**config.mk**
```make
export PLATFORM = sky130hd
export DESIGN_NAME = matmul_nxn_fp32
export DESIGN_NICKNAME = d
export VERILOG_FILES = /design/src/rtl/matmul_nxn_fp32.sv
export SDC_FILE = /design/constraint.sdc
export NUM_CORES = 2
export LEC_CHECK = 0
export CAP_MARGIN = 40
export CORE_MARGIN = 10
export CORE_UTILIZATION = 65
export CTS_BUF_LIST = sky130_fd_sc_hd__clkbuf_8
export DETAILED_ROUTE_END_ITERATION = 8
export DONT_BUFFER_PORTS = 1
export GPL_TIMING_DRIVEN = 0
export PLACE_DENSITY = 0.81
export SYNTH_ARGS = -nofsm -noshare
export SYNTH_HDL_FRONTEND = slang
export SYNTH_SLANG_ARGS = --single-unit
export TNS_END_PERCENT = 100
```
**constraint.sdc**
```tcl
create_clock -name clk -period 18.9 [get_ports clk]
set_input_delay 0.945 -clock clk [delete_from_list [all_inputs] [get_ports clk]]
set_output_delay 0.945 -clock clk [all_outputs]
set_load 0.02 [all_outputs]
```
**src/rtl/matmul_nxn_fp32.sv**
```systemverilog
// N x N single-precision matrix multiplier (C = A*B or C += A*B) built around one
// time-shared multiplier and one adder, two cycles per multiply-accumulate step.
module matmul_nxn_fp32 #(
    parameter int N = 2
) (
    input  logic              clk,
    input  logic              rst,
    input  logic              start,
    input  logic              acc,
    input  logic [N*N*32-1:0] mat1,
    input  logic [N*N*32-1:0] mat2,
    output logic [N*N*32-1:0] result,
    output logic              busy,
    output logic              done
);

    localparam int W = N * N * 32;

    localparam logic [1:0] S_IDLE = 2'd0;
    localparam logic [1:0] S_CALC = 2'd1;
    localparam logic [1:0] S_DONE = 2'd2;

    localparam logic [1:0] LAST = 2'(N - 1);

    // Word 0 of a packed matrix is element [0][0] at the MSB end.
    function automatic logic [31:0] get_word(input logic [W-1:0] v, input logic [3:0] idx);
        return v[(N * N - 1 - int'(idx)) * 32 +: 32];
    endfunction

    function automatic logic [W-1:0] put_word(input logic [W-1:0] v, input logic [3:0] idx,
                                              input logic [31:0] w);
        logic [W-1:0] r;
        r = v;
        r[(N * N - 1 - int'(idx)) * 32 +: 32] = w;
        return r;
    endfunction

    function automatic logic [31:0] fp_mul(input logic [31:0] a, input logic [31:0] b);
        logic [47:0] p;
        logic [22:0] mant;
        logic [9:0]  e;
        logic        sign;
        if (a[30:23] == 8'hFF || b[30:23] == 8'hFF) return 32'h7FC0_0000;
        if (a[30:23] == 8'h00 || b[30:23] == 8'h00) return 32'h0000_0000;
        sign = a[31] ^ b[31];
        p    = {24'h0, 1'b1, a[22:0]} * {24'h0, 1'b1, b[22:0]};
        mant = p[47] ? 23'(p >> 24) : 23'(p >> 23);
        e    = {2'b00, a[30:23]} + {2'b00, b[30:23]} + {9'h0, p[47]} - 10'd127;
        if (e[9] || e == 10'd0) return 32'h0000_0000;
        if (e >= 10'd255) return {sign, 8'hFF, 23'h0};
        return {sign, e[7:0], mant};
    endfunction

    // Zero operands pass the other operand through before the special-exponent rule.
    function automatic logic [31:0] fp_add(input logic [31:0] a, input logic [31:0] b);
        logic [31:0] x;
        logic [31:0] y;
        logic [23:0] mx;
        logic [23:0] my;
        logic [23:0] diff;
        logic [24:0] s;
        logic [22:0] mant;
        logic [9:0]  e;
        logic [4:0]  lz;
        logic        sign;
        if (a[30:23] == 8'h00) return (b[30:23] == 8'h00) ? 32'h0000_0000 : b;
        if (b[30:23] == 8'h00) return a;
        if (a[30:23] == 8'hFF || b[30:23] == 8'hFF) return 32'h7FC0_0000;
        if (a[30:23] >= b[30:23]) begin
            x = a;
            y = b;
        end else begin
            x = b;
            y = a;
        end
        mx = {1'b1, x[22:0]};
        my = {1'b1, y[22:0]} >> (x[30:23] - y[30:23]);
        e  = {2'b00, x[30:23]};
        if (x[31] == y[31]) begin
            sign = x[31];
            s    = {1'b0, mx} + {1'b0, my};
            if (s[24]) begin
                mant = 23'(s >> 1);
                e    = e + 10'd1;
            end else begin
                mant = 23'(s);
            end
        end else begin
            if (my > mx) begin
                diff = my - mx;
                sign = y[31];
            end else begin
                diff = mx - my;
                sign = x[31];
            end
            if (diff == 24'h0) return 32'h0000_0000;
            lz = 5'd0;
            for (int n = 0; n < 24; n++) begin
                if (diff[n]) lz = 5'(23 - n);
            end
            mant = 23'(diff << lz);
            e    = e - {5'b0, lz};
        end
        if (e[9] || e == 10'd0) return 32'h0000_0000;
        if (e >= 10'd255) return {sign, 8'hFF, 23'h0};
        return {sign, e[7:0], mant};
    endfunction

    logic [1:0]   state_q, state_d;
    logic [W-1:0] a_q, a_d;
    logic [W-1:0] b_q, b_d;
    logic         acc_q, acc_d;
    logic [1:0]   i_q, i_d;
    logic [1:0]   j_q, j_d;
    logic [1:0]   k_q, k_d;
    logic         ph_q, ph_d;
    logic [31:0]  prod_q, prod_d;
    logic [31:0]  sum_q, sum_d;
    logic [W-1:0] cbuf_q, cbuf_d;
    logic [W-1:0] result_q, result_d;
    logic         busy_q, busy_d;
    logic         done_q, done_d;

    logic [3:0]   idx_a;
    logic [3:0]   idx_b;
    logic [3:0]   idx_c;
    logic [31:0]  addend;
    logic [31:0]  new_sum;

    assign idx_a = 4'(int'(i_q) * N + int'(k_q));
    assign idx_b = 4'(int'(k_q) * N + int'(j_q));
    assign idx_c = 4'(int'(i_q) * N + int'(j_q));

    always_comb begin
        // NOTE: every signal assigned here gets a default first so no latch is inferred.
        state_d  = state_q;
        a_d      = a_q;
        b_d      = b_q;
        acc_d    = acc_q;
        i_d      = i_q;
        j_d      = j_q;
        k_d      = k_q;
        ph_d     = ph_q;
        prod_d   = prod_q;
        sum_d    = sum_q;
        cbuf_d   = cbuf_q;
        result_d = result_q;
        busy_d   = (state_q == S_CALC);
        done_d   = 1'b0;
        addend   = 32'h0;
        new_sum  = 32'h0;

        case (state_q)
            S_IDLE: begin
                if (start) begin
                    a_d     = mat1;
                    b_d     = mat2;
                    acc_d   = acc;
                    i_d     = 2'd0;
                    j_d     = 2'd0;
                    k_d     = 2'd0;
                    ph_d    = 1'b0;
                    state_d = S_CALC;
                end
            end
            S_CALC: begin
                if (!ph_q) begin
                    prod_d = fp_mul(get_word(a_q, idx_a), get_word(b_q, idx_b));
                    ph_d   = 1'b1;
                end else begin
                    if (k_q != 2'd0) addend = sum_q;
                    else if (acc_q)  addend = get_word(result_q, idx_c);
                    new_sum = fp_add(addend, prod_q);
                    sum_d   = new_sum;
                    ph_d    = 1'b0;
                    if (k_q == LAST) begin
                        cbuf_d = put_word(cbuf_q, idx_c, new_sum);
                        k_d    = 2'd0;
                        if (j_q == LAST) begin
                            j_d = 2'd0;
                            if (i_q == LAST) begin
                                i_d     = 2'd0;
                                state_d = S_DONE;
                            end else begin
                                i_d = i_q + 2'd1;
                            end
                        end else begin
                            j_d = j_q + 2'd1;
                        end
                    end else begin
                        k_d = k_q + 2'd1;
                    end
                end
            end
            S_DONE: begin
                result_d = cbuf_q;
                done_d   = 1'b1;
                state_d  = S_IDLE;
            end
            default: state_d = S_IDLE;
        endcase
    end

    always_ff @(posedge clk) begin
        // NOTE: state uses non-blocking assignments so every flop samples pre-edge values.
        if (rst) begin
            state_q  <= S_IDLE;
            a_q      <= '0;
            b_q      <= '0;
            acc_q    <= 1'b0;
            i_q      <= 2'd0;
            j_q      <= 2'd0;
            k_q      <= 2'd0;
            ph_q     <= 1'b0;
            prod_q   <= 32'h0;
            sum_q    <= 32'h0;
            cbuf_q   <= '0;
            result_q <= '0;
            busy_q   <= 1'b0;
            done_q   <= 1'b0;
        end else begin
            state_q  <= state_d;
            a_q      <= a_d;
            b_q      <= b_d;
            acc_q    <= acc_d;
            i_q      <= i_d;
            j_q      <= j_d;
            k_q      <= k_d;
            ph_q     <= ph_d;
            prod_q   <= prod_d;
            sum_q    <= sum_d;
            cbuf_q   <= cbuf_d;
            result_q <= result_d;
            busy_q   <= busy_d;
            done_q   <= done_d;
        end
    end

    assign result = result_q;
    assign busy   = busy_q;
    assign done   = done_q;

endmodule

```
==> results.ini <==
[critical_path]
r2r_start = k_q[0]$_SDFFE_PP0P_
cpPeakStageDelay_ps = 630
timing.rr.end = prod_q[4]$_SDFFE_PP0P_
crit_path_end_kind = flip-flop
critPathSlowestCell = buf_1
cp-start-kind = flip-flop
critical_path_arrival_ps = 18970
crit_type = flip-flop to flip-flop
crit_fanout = 10
r2r_setup_slack_ps = 570
worstPathRequired_ps = 19540
timing.critical_path.mode_cell = fa_1
worstRegToRegCells = 58

[routing]
viasPerCell = 6.55
drc = 0
routed_wl_um = 197000
wire_per_inst_um = 25.8
vias = 50000
ant_nets = 0
first_pass_iters = 9
drtIter0Drc = 6513

[synth]
yosysWarningCount = 0
synth_edf_count = 0
ys_ff_latch = 588
synth.distinct_cells = 109
ys_seq_area_frac = 0.229
synthesis.area_sq_um = 51300
async_flop_share = 0
synth_flop_cell = dfxtp_1
avgSynthCellArea_sq_um = 8.00
syn_nets = 7447
synthCells = 6418

[global_route]
antenna_found_initial = 14
grt_pass1_wl_um = 293000
grt_pass1_vias = 48900
grt_usage = 0.422
grt_start_max_net_pins = 14
grt.overflow.total = 0

[hold_path]
min_to = a_q[114]$_SDFFE_PP0P_
hold_start = mat1[114]
hold_depth = 2
hold_class = input port to flip-flop

[clocking]
clk_path_buf_depth = 3
clock-sinks = 588
cts_hold_buf = 0
cts-root-buf = clkbuf_8
ctsResizeCount = 4
cts_made_buffers = 83
cts_setup_buffers = 0
clk_pin_slew_ps = 60
htreeDepth = 3
cts_tree = built
clk_latency_ps = 710

[placement]
gp_congestion = 1.04
place_area_sq_um = 52900
io_buffers = 0
dpl.cell_count = 7481
hpwl_um = 158000

[finish]
mostFrequentLayoutCells = nand2_1 (1498), inv_1 (669), dfxtp_1 (588)
drive_gt1_frac = 0.0618
mostFrequentLayoutCell = nand2_1
syn_to_final_growth_pct = 6.64
nets = 7553
instances_no_fill = 7637
fin_area_sq_um = 54700

[timing]
setup_viol = 0
setup_tns_ps = 0
tightest_slew_ps = 1020
finalHoldViolCount = 0
finClkSkew_ps = 67.2
drv_slew = 0
fin_crit_ps = 18330
fin_crit_sh = 0.970
relSlewSlack = 0.317
fmax_mhz = 54.6
rsz0062_at_grt = yes

[die]
fp.coreArea_sq_um = 77800
initial_core_util = 0.659
dieHeight_um = 301
std_cell_rows = 102
die_x_um = 301
die-area_sq_um = 90600
ios = 390

[run_status]
outcome = complete, no violations

[power_and_ir_drop]
vdd.ir_drop.worst_mv = 0.0946
power_density_nw_per_um2 = 92.3
total_power_mw = 5.05
leakagePower_nw = 22.5

[run]
drv_cap = 0

## synthesized netlist by cell type, types with 20 or more instances
library cell / n / area, sq um
a211oi_1: 54 / 405
a21o_1: 44 / 330
a21oi_1: 586 / 2930
a221oi_1: 21 / 184
a22o_1: 38 / 333
a22oi_1: 41 / 308
a31oi_1: 21 / 131
and2_1: 108 / 676
buf_1: 35 / 131
clkbuf_1: 383 / 1440
dfxtp_1: 588 / 11800
fa_1: 489 / 9790
ha_1: 280 / 3500
inv_1: 653 / 2450
mux2_2: 28 / 315
mux2i_1: 51 / 510
mux4_2: 89 / 2000
nand2_1: 1498 / 5620
nand2b_1: 43 / 269
nand3_1: 70 / 350
nand4_1: 33 / 206
nor2_1: 399 / 1500
nor2b_1: 36 / 225
nor3_1: 78 / 390
nor4_1: 21 / 131
o211ai_1: 44 / 330
o21a_1: 50 / 375
o21ai_0: 170 / 851
o21ai_1: 26 / 130
o21bai_1: 30 / 225
o22ai_1: 29 / 181
o31ai_1: 20 / 150
or2_2: 20 / 125
xnor2_1: 43 / 377
## per-layer routing
| layer | wire [um] | vias to the layer above | part of all wire | global-route usage |
|---|---|---|---|---|
| met5 | 107 | - | 0.00054 | 0.00757 |
| met4 | 11700 | 8 | 0.059 | 0.222 |
| met3 | 27500 | 755 | 0.14 | 0.142 |
| met2 | 86200 | 3622 | 0.44 | 0.643 |
| met1 | 71300 | 24200 | 0.36 | 0.526 |
| li1 | - | 21400 | - | - |
## worst max-delay path by stage
stage / from / endpoint / slack (ps) / cells after the start
2_1_floorplan: k_q[1]$_SDFFE_PP0P_ / prod_q[4]$_SDFFE_PP0P_ / 3840 / 68
3_3_place_gp: j_q[0]$_SDFFE_PP0P_ / prod_q[4]$_SDFFE_PP0P_ / -880 / 60
3_5_place_dp: k_q[1]$_SDFFE_PP0P_ / prod_q[4]$_SDFFE_PP0P_ / -940 / 64
4_1_cts: k_q[1]$_SDFFE_PP0P_ / prod_q[4]$_SDFFE_PP0P_ / 40 / 63
5_1_grt: k_q[0]$_SDFFE_PP0P_ / prod_q[4]$_SDFFE_PP0P_ / -250 / 58
6_report: k_q[0]$_SDFFE_PP0P_ / prod_q[4]$_SDFFE_PP0P_ / 570 / 58
## critical path: cells and delay by family, from the launching register on
kind	cells	cell delay, ps
flops	1	460
buf+inv	13	4840
xor+xnor	2	610
mux	1	360
simple gates	9	1370
compound gates	21	5470
fa+ha+maj	12	5160
## report_power, final
part	internal, mW	total [mW]	switching, mW
logic	0.840	2.68	1.84
clock network	0.546	1.07	0.525
registers	1.27	1.30	0.0235
## per-stage QoR
step                      utilization  setup WS [ps]  hold WS, ps
after floorplan                     -           3840          425
after detailed placement        0.679           -940          442
after global routing            0.703           -254          364
after CTS                       0.701           44.0          342
after global placement          0.676           -878          433
final                           0.703            575          362
## layout make-up
| class | count | area, sq um |
|---|---|---|
| Multi-Input combinational cell | 4734 | 35500 |
| Fill cell | 6335 | 23100 |
| Sequential cell | 588 | 11800 |
| Inverter | 658 | 2470 |
| Buffer | 432 | 1700 |
| Clock buffer | 104 | 1430 |
| Tap cell | 1040 | 1300 |
| Clock inverter | 43 | 323 |
| Timing Repair Buffer | 27 | 246 |
| Antenna cell | 11 | 27.5 |
## cells by family (layout without fill, tap and decap cells)
group | count (synthesis) | count (layout) | share of synthesized area
AO/OA/AOI/OAI | 1351 | 1351 | 0.168
XOR/XNOR | 58 | 58 | 0.00990
adder cells (fa/ha/maj) | 769 | 769 | 0.259
buffers and inverters | 1096 | 1264 | 0.0811
flip-flops | 588 | 588 | 0.229
multiplexers | 171 | 171 | 0.0559
other | 0 | 11 | 0
AND/OR/NAND/NOR | 2385 | 2385 | 0.197
## state kept, by name, indices dropped and copies added (netlist names)
| name | flops |
|---|---|
| i_q | 2 |
| acc_q | 1 |
| k_q | 2 |
| prod_q | 32 |
| b_q | 128 |
| ph_q | 1 |
| state_q | 2 |
| cbuf_q | 128 |
| a_q | 128 |
| j_q | 2 |
| done | 1 |
| result | 128 |
| busy | 1 |
| sum_q | 32 |
No activity file was read; power rests on OpenSTA's default activity.
